===== config.mk =====
export PLATFORM = sky130hd
export DESIGN_NAME = cmd_arbiter_flat
export DESIGN_NICKNAME = d
export VERILOG_FILES = /design/src/rtl/cmd_arbiter_if.sv /design/src/rtl/cmd_arbiter.sv /design/src/flat_wrapper.sv
export SDC_FILE = /design/constraint.sdc
export NUM_CORES = 1
export LEC_CHECK = 0
export CAP_MARGIN = 5
export CORE_ASPECT_RATIO = 1.4
export CORE_MARGIN = 1
export CORE_UTILIZATION = 45
export CTS_BUF_LIST = sky130_fd_sc_hd__clkbuf_4 sky130_fd_sc_hd__clkbuf_8
export CTS_CLUSTER_DIAMETER = 200
export CTS_CLUSTER_SIZE = 10
export DETAILED_ROUTE_END_ITERATION = 10
export PLACE_DENSITY = 0.86
export SLEW_MARGIN = 20
export SYNTH_ARGS = -nofsm -noshare
export SYNTH_HDL_FRONTEND = slang
export SYNTH_SLANG_ARGS = --single-unit

===== constraint.sdc =====
create_clock -name clk -period 2.9 [get_ports clk]
set_input_delay 0.58 -clock clk [delete_from_list [all_inputs] [get_ports clk]]
set_output_delay 0.58 -clock clk [all_outputs]
set_load 0.02 [all_outputs]

===== src/rtl/cmd_arbiter_if.sv =====
// cmd_arbiter_if: command-source, cmd_proc and response signals around the arbiter
interface cmd_arbiter_if;
  logic [15:0] cmd_UART;
  logic        cmd_rdy_UART;
  logic        clr_UART;
  logic [15:0] cmd_tour;
  logic        cmd_rdy_tour;
  logic        tour_last;
  logic        tour_active;
  logic        clr_tour;
  logic [15:0] cmd;
  logic        cmd_rdy;
  logic        clr_cmd_rdy;
  logic        send_resp;
  logic [7:0]  resp;
  logic        resp_vld;
  logic [1:0]  gnt;
  logic        timeout;
  modport slave (
    input  cmd_UART, cmd_rdy_UART, cmd_tour, cmd_rdy_tour, tour_last, tour_active,
    input  clr_cmd_rdy, send_resp,
    output clr_UART, clr_tour, cmd, cmd_rdy, resp, resp_vld, gnt, timeout
  );
  modport master (
    output cmd_UART, cmd_rdy_UART, cmd_tour, cmd_rdy_tour, tour_last, tour_active,
    output clr_cmd_rdy, send_resp,
    input  clr_UART, clr_tour, cmd, cmd_rdy, resp, resp_vld, gnt, timeout
  );
endinterface


===== src/rtl/cmd_arbiter.sv =====
// cmd_arbiter: round-robin arbiter of UART and tour commands into cmd_proc with response/timeout generation
module cmd_arbiter #(
  parameter int TMO_CYC = 50_000_000
) (
  input logic clk,
  input logic rst,
  cmd_arbiter_if.slave arb_if
);
  localparam int CW = (TMO_CYC > 1) ? $clog2(TMO_CYC) : 1;
  typedef enum logic [1:0] {IDLE, ISSUE, BUSY, RESP} state_t;
  state_t state_q, state_d;
  logic [15:0] cmd_q, cmd_d;
  logic [1:0] gnt_q, gnt_d;
  logic [7:0] resp_q, resp_d;
  logic [CW-1:0] cnt_q, cnt_d;
  logic last_q, last_d;
  logic clr_uart_q, clr_uart_d;
  logic clr_tour_q, clr_tour_d;
  logic tmo_q, tmo_d;
  logic fav_tour_q, fav_tour_d;
  logic req_u, req_t, pick_t, expire;
  logic [7:0] ok_resp;
  // UART is locked out during a tour; on contention the source not served last wins
  always_comb begin
    req_u = arb_if.cmd_rdy_UART & ~arb_if.tour_active;
    req_t = arb_if.cmd_rdy_tour;
    pick_t = req_t & (~req_u | fav_tour_q);
    ok_resp = (gnt_q[1] & ~last_q) ? 8'h5A : 8'hA5;
    expire = cnt_q == CW'(TMO_CYC - 1);
  end
  // next-state and datapath updates for the grant/issue/busy/response sequence
  always_comb begin
    state_d = state_q;
    cmd_d = cmd_q;
    gnt_d = gnt_q;
    resp_d = resp_q;
    cnt_d = cnt_q;
    last_d = last_q;
    clr_uart_d = 1'b0;
    clr_tour_d = 1'b0;
    tmo_d = tmo_q;
    fav_tour_d = fav_tour_q;
    case (state_q)
      IDLE: if (req_u | req_t) begin
        state_d = ISSUE;
        cmd_d = pick_t ? arb_if.cmd_tour : arb_if.cmd_UART;
        gnt_d = pick_t ? 2'b10 : 2'b01;
        last_d = pick_t & arb_if.tour_last;
        clr_uart_d = ~pick_t;
        clr_tour_d = pick_t;
        tmo_d = 1'b0;
      end
      ISSUE: if (arb_if.clr_cmd_rdy) begin
        state_d = arb_if.send_resp ? RESP : BUSY;
        cnt_d = '0;
        resp_d = arb_if.send_resp ? ok_resp : resp_q;
      end
      BUSY: begin
        cnt_d = cnt_q + 1'b1;
        if (arb_if.send_resp | expire) begin
          state_d = RESP;
          resp_d = arb_if.send_resp ? ok_resp : 8'hEE;
          tmo_d = ~arb_if.send_resp;
        end
      end
      RESP: begin
        state_d = IDLE;
        gnt_d = 2'b00;
        fav_tour_d = gnt_q[0];
        tmo_d = 1'b0;
      end
      default: state_d = IDLE;
    endcase
  end
  // state and datapath registers
  always_ff @(posedge clk) begin
    if (rst) begin
      state_q <= IDLE;
      cmd_q <= '0;
      gnt_q <= '0;
      resp_q <= '0;
      cnt_q <= '0;
      last_q <= 1'b0;
      clr_uart_q <= 1'b0;
      clr_tour_q <= 1'b0;
      tmo_q <= 1'b0;
      fav_tour_q <= 1'b0;
    end else begin
      state_q <= state_d;
      cmd_q <= cmd_d;
      gnt_q <= gnt_d;
      resp_q <= resp_d;
      cnt_q <= cnt_d;
      last_q <= last_d;
      clr_uart_q <= clr_uart_d;
      clr_tour_q <= clr_tour_d;
      tmo_q <= tmo_d;
      fav_tour_q <= fav_tour_d;
    end
  end
  assign arb_if.cmd = cmd_q;
  assign arb_if.cmd_rdy = state_q == ISSUE;
  assign arb_if.clr_UART = clr_uart_q;
  assign arb_if.clr_tour = clr_tour_q;
  assign arb_if.resp = resp_q;
  assign arb_if.resp_vld = state_q == RESP;
  assign arb_if.gnt = gnt_q;
  assign arb_if.timeout = (state_q == RESP) & tmo_q;
endmodule


===== src/flat_wrapper.sv =====
// flat-port wrapper written by rule: the top's interface ports become plain ports
module cmd_arbiter_flat 
#(
  parameter int TMO_CYC = 50_000_000
)
  (clk, rst, arb_if_cmd_UART, arb_if_cmd_rdy_UART, arb_if_cmd_tour, arb_if_cmd_rdy_tour, arb_if_tour_last, arb_if_tour_active, arb_if_clr_cmd_rdy, arb_if_send_resp, arb_if_clr_UART, arb_if_clr_tour, arb_if_cmd, arb_if_cmd_rdy, arb_if_resp, arb_if_resp_vld, arb_if_gnt, arb_if_timeout);
  cmd_arbiter_if arb_if_i ();
  input logic clk;
  input logic rst;
  input wire logic [$bits(arb_if_i.cmd_UART)-1:0] arb_if_cmd_UART;
  input wire logic [$bits(arb_if_i.cmd_rdy_UART)-1:0] arb_if_cmd_rdy_UART;
  input wire logic [$bits(arb_if_i.cmd_tour)-1:0] arb_if_cmd_tour;
  input wire logic [$bits(arb_if_i.cmd_rdy_tour)-1:0] arb_if_cmd_rdy_tour;
  input wire logic [$bits(arb_if_i.tour_last)-1:0] arb_if_tour_last;
  input wire logic [$bits(arb_if_i.tour_active)-1:0] arb_if_tour_active;
  input wire logic [$bits(arb_if_i.clr_cmd_rdy)-1:0] arb_if_clr_cmd_rdy;
  input wire logic [$bits(arb_if_i.send_resp)-1:0] arb_if_send_resp;
  output wire logic [$bits(arb_if_i.clr_UART)-1:0] arb_if_clr_UART;
  output wire logic [$bits(arb_if_i.clr_tour)-1:0] arb_if_clr_tour;
  output wire logic [$bits(arb_if_i.cmd)-1:0] arb_if_cmd;
  output wire logic [$bits(arb_if_i.cmd_rdy)-1:0] arb_if_cmd_rdy;
  output wire logic [$bits(arb_if_i.resp)-1:0] arb_if_resp;
  output wire logic [$bits(arb_if_i.resp_vld)-1:0] arb_if_resp_vld;
  output wire logic [$bits(arb_if_i.gnt)-1:0] arb_if_gnt;
  output wire logic [$bits(arb_if_i.timeout)-1:0] arb_if_timeout;
  assign arb_if_i.cmd_UART = arb_if_cmd_UART;
  assign arb_if_i.cmd_rdy_UART = arb_if_cmd_rdy_UART;
  assign arb_if_i.cmd_tour = arb_if_cmd_tour;
  assign arb_if_i.cmd_rdy_tour = arb_if_cmd_rdy_tour;
  assign arb_if_i.tour_last = arb_if_tour_last;
  assign arb_if_i.tour_active = arb_if_tour_active;
  assign arb_if_i.clr_cmd_rdy = arb_if_clr_cmd_rdy;
  assign arb_if_i.send_resp = arb_if_send_resp;
  assign arb_if_clr_UART = arb_if_i.clr_UART;
  assign arb_if_clr_tour = arb_if_i.clr_tour;
  assign arb_if_cmd = arb_if_i.cmd;
  assign arb_if_cmd_rdy = arb_if_i.cmd_rdy;
  assign arb_if_resp = arb_if_i.resp;
  assign arb_if_resp_vld = arb_if_i.resp_vld;
  assign arb_if_gnt = arb_if_i.gnt;
  assign arb_if_timeout = arb_if_i.timeout;
  cmd_arbiter #(.TMO_CYC(TMO_CYC)) u_core (.clk(clk), .rst(rst), .arb_if(arb_if_i));
endmodule

# Yosys cells after proc, flatten, opt, wreduce, memory -nomap -nowiden
# Index checks and enable logic that the tools add are counted.
dict set report classes {
  reduce_logical 11
  n_div 0
  bitwise_logic 15
  order_cmp 0
  mul 0
  addsub 1
  n_mux 20
  shift 0
  eq_ne 8
}
# operator n
set op_table {}
lappend op_table {{case mux 26 bit (2 select lines)} 1}
lappend op_table {{two-way mux 8 bit} 5}
lappend op_table {{adder 26 x 1 -> 26 bit (second input constant)} 1}
lappend op_table {{equality test 26 bit (second input constant)} 1}
lappend op_table {{two-way mux 26 bit} 1}
lappend op_table {{two-way mux 16 bit} 1}
lappend op_table {{case mux 8 bit (2 select lines)} 1}
lappend op_table {{two-way mux 2 bit} 5}
lappend op_table {{case mux 2 bit (4 select lines)} 1}
lappend op_table {{inverter 1 bit} 7}
lappend op_table {{AND reduction 2 bit} 3}
lappend op_table {{AND reduction 3 bit} 2}
lappend op_table {{bitwise AND 1 bit} 5}
lappend op_table {{equality test 2 bit (second input constant)} 2}
lappend op_table {{inequality test 2 x 1 -> 1 bit (second input constant)} 2}
lappend op_table {{inequality test 2 bit (second input constant)} 2}
lappend op_table {{case mux 2 bit (2 select lines)} 1}
lappend op_table {{AND reduction 4 bit} 1}
lappend op_table {{nonzero test 2 bit} 2}
lappend op_table {{two-way mux 1 bit} 3}
lappend op_table {{bitwise OR 1 bit} 3}
lappend op_table {{case mux 1 bit (3 select lines)} 1}
lappend op_table {{nonzero test 3 bit} 1}
lappend op_table {{OR reduction 3 bit} 1}
lappend op_table {{2 further kinds} 2}
dict set report word_totals {
  ff_bits 59
  mem_count 0
  wordCells 65
  mem_bits_rw 0
  latchBits 0
  out_inout_bits 31
  rom_bits 0
  inputBits 40
}

# Logic depth before layout (Yosys ltp)
# Gate-level depths: netlist (run 1).
dict set report depth {
  depth_word 8
  ltp_mapped 8
  mapped_depth_nobuf 7
}

# Worst setup path after synthesis (run 1)
# OpenSTA, ideal clock, no wires.
dict set report synth_timing {
  path_type {register to register}
  from {register u_core.state_q[1]}
  to {register u_core.cnt_q[23]}
  n_path_buf 1
  setup_ps 128
  path_stages_with_launch 9
  setup_slack_ps 650
  t_required_ps 2772
  t_arrival_ps 2123
  synth_period_minus_slack_ps 2250
  path_cell_list {dfxtp_1 inv_1 ha_1 buf_6 mux2i_2 or4b_4 nor4_4 xnor2_1 nor2_1}
}
dict set report synth_between {
  elab_chain_cells 3
  word_cells_on_any_way 6
  cone_classes {eq/ne (3); mux (1); reduce/logical (2)}
}
# item line_no
set synth_rtl {}
lappend synth_rtl {{start, declared} cmd_arbiter.sv:11} ;# state_t state_q, state_d;
lappend synth_rtl {{start signal, assigned} cmd_arbiter.sv:89} ;# state_q <= state_d;
lappend synth_rtl {{equality test 2 x 1 -> 1 bit (*)} -}
lappend synth_rtl {{via arb_if_cmd_rdy} flat_wrapper.sv:21} ;# output wire logic [$bits(arb_if_i.cmd_rdy)-1:0] arb_if_cmd_rdy;
lappend synth_rtl {{inequality test 2 bit (no line) / nonzero test 2 bit (equally long branches)} -}
lappend synth_rtl {{AND reduction 2 bit (no line)} -}
lappend synth_rtl {{end signal, assigned} cmd_arbiter.sv:93} ;# cnt_q <= cnt_d;
lappend synth_rtl {{end, declared} cmd_arbiter.sv:15} ;# logic [CW-1:0] cnt_q, cnt_d;
# The timed path passes the listed nets; every way through them passes the cells marked *.
# A chain may end at the register's enable or synchronous reset.

# Final worst setup path (run 1)
dict set report layout_timing {
  from {register u_core.state_q[1]}
  to {output arb_if_cmd_rdy}
}
dict set report layout_between {
  elab_chain_cells 1
}
# item line_no
set layout_rtl {}
lappend layout_rtl {{equality test 2 x 1 -> 1 bit} cmd_arbiter.sv:102} ;# assign arb_if.cmd_rdy = state_q == ISSUE;
lappend layout_rtl {{end, declared} flat_wrapper.sv:21}
# No other way between the ends.

==> impl_metrics.yaml, run 1 <==
outcome:
  status: "complete, no violations"
timing:
  maxSlewHeadroom: 0.384
  finalCritPeriodShare: 0.851
  fmaxAchievable_mhz: 405
  setup_tns_ps: 0
  hold_viol: 0
  rsz0062_at_grt: "no"
  setup_viol: 0
  skew_ps: 11.1
  min_period_ps: 2470
  final_max_slew_viol_count: 0
  worst_pin_slew_ps: 917
placement:
  place_congestion: 0.800
  dp.cells: 406
  dp_hpwl_um: 4600
  port_buffers: 70
synth:
  synth_edf_count: 0
  syn-cell-area_um2: 2520
  synth_fp_nets: 327
  synth.distinct_cells: 47
  synth_flop_cell: "dfxtp_1"
  syn_avg_cell_area_um2: 8.98
  seq_area_frac_synth: 0.436
  ys_ff_latch: 55
  netlist_instances: 281
  ys_async_sr_fraction: 0
  yosysWarnings: 0
routing:
  routed_wl_um: 6000
  drt-initial-drc-count: 175
  wl_per_cell_um: 14.5
  antenna_left: 0
  dr_total_vias: 2283
  post-route-drc-count: 0
  dr.pass1.iters: 5
  via_per_inst: 5.51
worst_setup_path:
  cp.required_ps: 2320
  critPathArrivalTime_ps: 1890
  cp_top_family: "buffers and inverters"
  cp-end-kind: "output port"
  start_kind: "flop"
  cp_cell_sequence: "inv_1, ha_1, clkdlybuf4s50_1"
  cp_max_fo: 10
  critPathKind: "reg2out"
  path_buf_inv: 2
  cpPeakStageDelay_ps: 690
  cpMaxStageDelayCell: "clkdlybuf4s50_1"
final_layout:
  mostFrequentLayoutCells: "70 x clkdlybuf4s50_1, 55 x dfxtp_1, 46 x nor2_1"
  nets: 393
  area_growth_syn_to_layout_pct: 33.0
  nFillCells: 446
  layout_commonest_cell: "clkdlybuf4s50_1"
  antennaDiodeCount: 0
  fin_cells: 414
  drive_above_1_share: 0.0747
clock_network:
  h-tree-depth: 2
  cts-buffers-inserted: 5
  cts_root_buf: "clkbuf_8"
  clock_latency_ps: 310
  cts_sinks: 55
  cts-hold-fix-buffers: 0
  postCtsResizedCells: 0
  cts_tree: "built"
  postCtsSetupBuffers: 0
  path_clk_slew_ps: 110
  clock_path_buffers: 2
global_routing:
  gr-usage-all-layers: 0.217
  overflow: 0
  grtUsageMet2: 0.394
  grt_pass1_wl_um: 10200
  use_met3: 0.0505
  grt_max_degree: 24
  grtUsageMet1: 0.243
  grt_pass1_vias: 2294
  antenna_found_initial: 0
  busiest_layer: "met2"
die:
  fp.dieH_um: 90.6
  start_util: 0.478
  rows: 31
  die_area_um2: 5920
  core_area_um2: 5280
  die_x_um: 65.3
  ios: 71
pwr:
  power.density_nw_per_um2: 667
  p_leak_nw: 1.24
  vdd_drop_max_mv: 0.417
hold_path:
  worst_hold_path_type: "reg2reg"
run:
  drv_cap: 0
flip-flops by register name, indices dropped and copies added, names as in the netlist:
name	cells
u_core.arb_if.clr_UART	1
u_core.arb_if.resp	4
u_core.fav_tour_q	1
u_core.arb_if.gnt	2
u_core.cnt_q	26
u_core.arb_if.cmd	16
u_core.last_q	1
u_core.tmo_q	1
u_core.state_q	2
u_core.arb_if.clr_tour	1
area by class of cell:
cell class	instances	area, um2	area share
inverter	7	26.3	0.00783
clock buffer	5	68.8	0.0205
tap	66	82.6	0.0246
multi-input combinational	202	1310	0.390
timing repair buffer	76	746	0.222
sequential	55	1100	0.328
clock inverter	3	23.8	0.00708
per-layer routing:
layer	wire length, um	vias up	part of all wire
met5	0	-	0
met2	3340	67	0.56
li1	-	1117	-
met1	2280	1093	0.38
met3	316	6	0.053
met4	67	0	0.011
worst reg2reg max path, delay by kind of cell (launching register included):
family	cells	cell delay, ps
DFF	1	400
adders and majority gates	1	330
xor gates and xnor gates	1	170
muxes	1	280
and+or+nand+nor	3	950
buffers and inverters	1	100
report_power, final:
group / leakage (nW) / internal [mW] / switching, mW
Clock: 0.0408 / 0.173 / 0.264
Sequential: 0.447 / 0.850 / 0.0723
Combinational: 0.748 / 0.405 / 0.473
Total: 1.24 / 1.43 / 0.809
cell families (layout without fill, tap and decap cells):
group                    after synthesis  count (layout)  share of synthesized area
AND/OR/NAND/NOR                      128             128                      0.257
flip-flops                            55              55                      0.436
AO/OA/AOI/OAI                         40              40                      0.130
buffers and inverters                 24              91                     0.0451
XOR/XNOR                              23              23                     0.0798
adder cells (fa/ha/maj)                6               6                     0.0297
multiplexers                           5               5                     0.0218
metrics by stage:
| stage | worst slack [ps] | instance area (um2) | total power, mW | hold WS, ps | util |
|---|---|---|---|---|---|
| 2_1_floorplan | 650 | 2520 | 1.48 | 464 | - |
| 3_3_place_gp | 426 | 3260 | 1.79 | 424 | 0.619 |
| 3_5_place_dp | 364 | 3260 | 1.81 | 429 | 0.619 |
| 4_1_cts | 423 | 3360 | 2.25 | 443 | 0.636 |
| 5_1_grt | 320 | 3360 | 2.36 | 480 | 0.636 |
| 6_report | 432 | 3360 | 2.24 | 442 | 0.636 |
synthesized netlist by cell type, drive strengths merged (5+ instances only):
library cell	instances	area, um2
xor2	15	131
a22oi	6	45.0
nor4b	5	50.0
a222oi	11	110
nand2	29	109
buf	6	46.3
inv	7	26.3
clkbuf	11	41.3
nand4	7	50.1
ha	6	75.1
nor2	46	173
dfxtp	55	1100
xnor2	8	70.1
nand2b	6	37.5
nand3	12	60.1
o21ai	7	38.8
worst paths after layout:
check / startpoint / endpoint / slack, ps / cells past startpoint
hold / removal: u_core.arb_if.cmd[2]$_SDFFE_PP0P_ / u_core.arb_if.cmd[2]$_SDFFE_PP0P_ / 440 / 2
hold reg to reg: u_core.arb_if.cmd[2]$_SDFFE_PP0P_ / u_core.arb_if.cmd[2]$_SDFFE_PP0P_ / 440 / 2
setup reg to reg: u_core.state_q[1]$_SDFFE_PP0P_ / u_core.cnt_q[21]$_SDFFE_PP0P_ / 560 / 7
setup / recovery: u_core.state_q[1]$_SDFFE_PP0P_ / arb_if_cmd_rdy / 430 / 3
(Power assumes the default switching activity.)
==> inputs of run 2 (changes only) <==
CELL_PAD_IN_SITES_DETAIL_PLACEMENT = 1   (was unset)
CELL_PAD_IN_SITES_GLOBAL_PLACEMENT = 1   (was unset)
CORE_UTILIZATION = 36   (was 45)
GPL_TIMING_DRIVEN = 0   (was unset)
PLACE_DENSITY = 0.91   (was 0.86)
==> run 2 against run 1 <==
Against the previous run: wire length rose by 19%; die area rose by 24%; clock power rose by 5.0%; design area rose by 2.4%; largest cell class unchanged; maximum frequency fell by 6.2%; first-iteration DRC count fell by 48%; setup slack got worse by 160 ps; flip-flop and latch count did not move.
==> impl_metrics.yaml, run 2 (synthesis results as in run 1) <==
worst_setup_path:
  critPathKind: "reg2reg"
  critPathArrivalTime_ps: 2820
  cpMaxStageDelayCell: "nor4b_1"
  cp-end-kind: "flop"
  cpPeakStageDelay_ps: 960
  cp_cell_sequence: "inv_1, ha_1, buf_6, mux2i_2, nor4b_1, nand4_1, xor2_1, nor2_1"
  start_kind: "flop"
  cp.required_ps: 3090
  crit_start: "u_core.state_q[1]$_SDFFE_PP0P_"
  cp_max_fo: 9
  reg2reg_from: "u_core.state_q[1]$_SDFFE_PP0P_"
pwr:
  p_total_mw: 2.31
  p_leak_nw: 1.26
  power.density_nw_per_um2: 672
  vdd_drop_max_mv: 0.350
routing:
  dr_total_vias: 2375
  via_per_inst: 5.27
  wl_per_cell_um: 15.9
  drt-initial-drc-count: 91
  post-route-drc-count: 0
  antenna_left: 0
  dr.pass1.iters: 4
  routed_wl_um: 7160
final_layout:
  nets: 404
  largest_reg_flops: 26
  final_core_utilization: 0.513
  antennaDiodeCount: 0
  max_flop_register: "u_core.cnt_q"
  design_area_um2: 3440
  layout_commonest_cell: "clkdlybuf4s50_1"
  area_growth_syn_to_layout_pct: 36.2
  drive_above_1_share: 0.0724
  mostFrequentLayoutCells: "70 x clkdlybuf4s50_1, 55 x dfxtp_1, 46 x nor2_1"
timing:
  min_period_ps: 2630
  hold_viol: 0
  finalCritPeriodShare: 0.907
  setup_viol: 0
  rsz0062_at_grt: "no"
  fmaxAchievable_mhz: 380
  skew_ps: 15.7
  worst_pin_slew_ps: 1080
  setup_tns_ps: 0
  maxSlewHeadroom: 0.270
  final_max_slew_viol_count: 0
placement:
  port_buffers: 70
  place_congestion: 0.755
  placed_area_um2: 3340
  dp_hpwl_um: 5500
clock_network:
  h-tree-depth: 2
  cts_root_buf: "clkbuf_8"
  path_clk_slew_ps: 110
  cts-hold-fix-buffers: 0
  postCtsSetupBuffers: 0
  cts-buffers-inserted: 5
  clock_latency_ps: 320
  postCtsResizedCells: 0
  clock_path_buffers: 2
  cts_tree: "built"
  cts_sinks: 55
die:
  core_area_um2: 6700
  start_util: 0.377
  die_area_um2: 7350
  rows: 35
  ios: 71
  fp.dieH_um: 101
  die_x_um: 72.8
global_routing:
  grt_pass1_wl_um: 11800
  gr-usage-all-layers: 0.205
  grt_max_degree: 18
  grt_pass1_vias: 2598
  antenna_found_initial: 0
  overflow: 0
hold_path:
  hold_start: "u_core.arb_if.cmd[15]$_SDFFE_PP0P_"
  worst_hold_path_type: "reg2reg"
outcome:
  status: "complete, no violations"
run:
  drv_cap: 0
==> run 2: changes by cell type in the layout (fill, tap and decap cells not counted) <==
cell        delta
clkbuf_1      +11
buf_4          -2
buf_2          +1
buf_6          +1
clkbuf_8       +1
clkinv_4       +1
clkinvlp_4     -1
inv_6          -1
==> run 2: final cells by class <==
class / instances / area, um2
Multi-Input combinational cell: 202 / 1310
Fill cell: 786 / 3260
Inverter: 7 / 26.3
Clock buffer: 6 / 82.6
Timing Repair Buffer: 70 / 701
Sequential cell: 55 / 1100
Clock inverter: 2 / 16.3
Tap cell: 92 / 115
Buffer: 17 / 87.6
==> run 2: final timing paths <==
path | end | slack, ps | depth (start not counted)
worst min register to register | u_core.arb_if.cmd[15]$_SDFFE_PP0P_ | 450 | 2
worst max register to register | u_core.cnt_q[13]$_SDFFE_PP0P_ | 270 | 8
worst min-delay path | u_core.arb_if.cmd[15]$_SDFFE_PP0P_ | 450 | 2
worst max-delay path | u_core.cnt_q[13]$_SDFFE_PP0P_ | 270 | 8
==> run 2: report_power, final <==
part	leakage (nW)	internal, mW	switching [mW]
clock	0.0474	0.196	0.264
combinational	0.764	0.428	0.500
sequential	0.447	0.850	0.0726
total	1.26	1.47	0.836
==> run 2: worst max-delay path: cells and delay by family, from the launching register on <==
| kind | cells | cell delay [ps] |
|---|---|---|
| flops | 1 | 420 |
| simple gates | 3 | 1220 |
| buf+inv | 2 | 250 |
| mux | 1 | 210 |
| fa+ha+maj | 1 | 220 |
| xor+xnor | 1 | 180 |
==> run 2: stage by stage <==
stage | worst slack [ps] | instances | hold slack, ps
2_1_floorplan | 650 | 281 | 464
3_3_place_gp | 102 | 443 | 425
3_5_place_dp | 18.5 | 443 | 439
4_1_cts | 246 | 451 | 453
5_1_grt | 69.9 | 451 | 464
6_report | 270 | 451 | 447
==> run 2: routing by layer <==
layer	GRT usage	wire length, um	part of all wire	up-vias
li1	-	-	-	1145
met1	0.201	2640	0.37	1158
met2	0.405	4040	0.56	61
met3	0.0500	337	0.047	11
met4	0.0709	134	0.019	0
met5	0	0	0	-
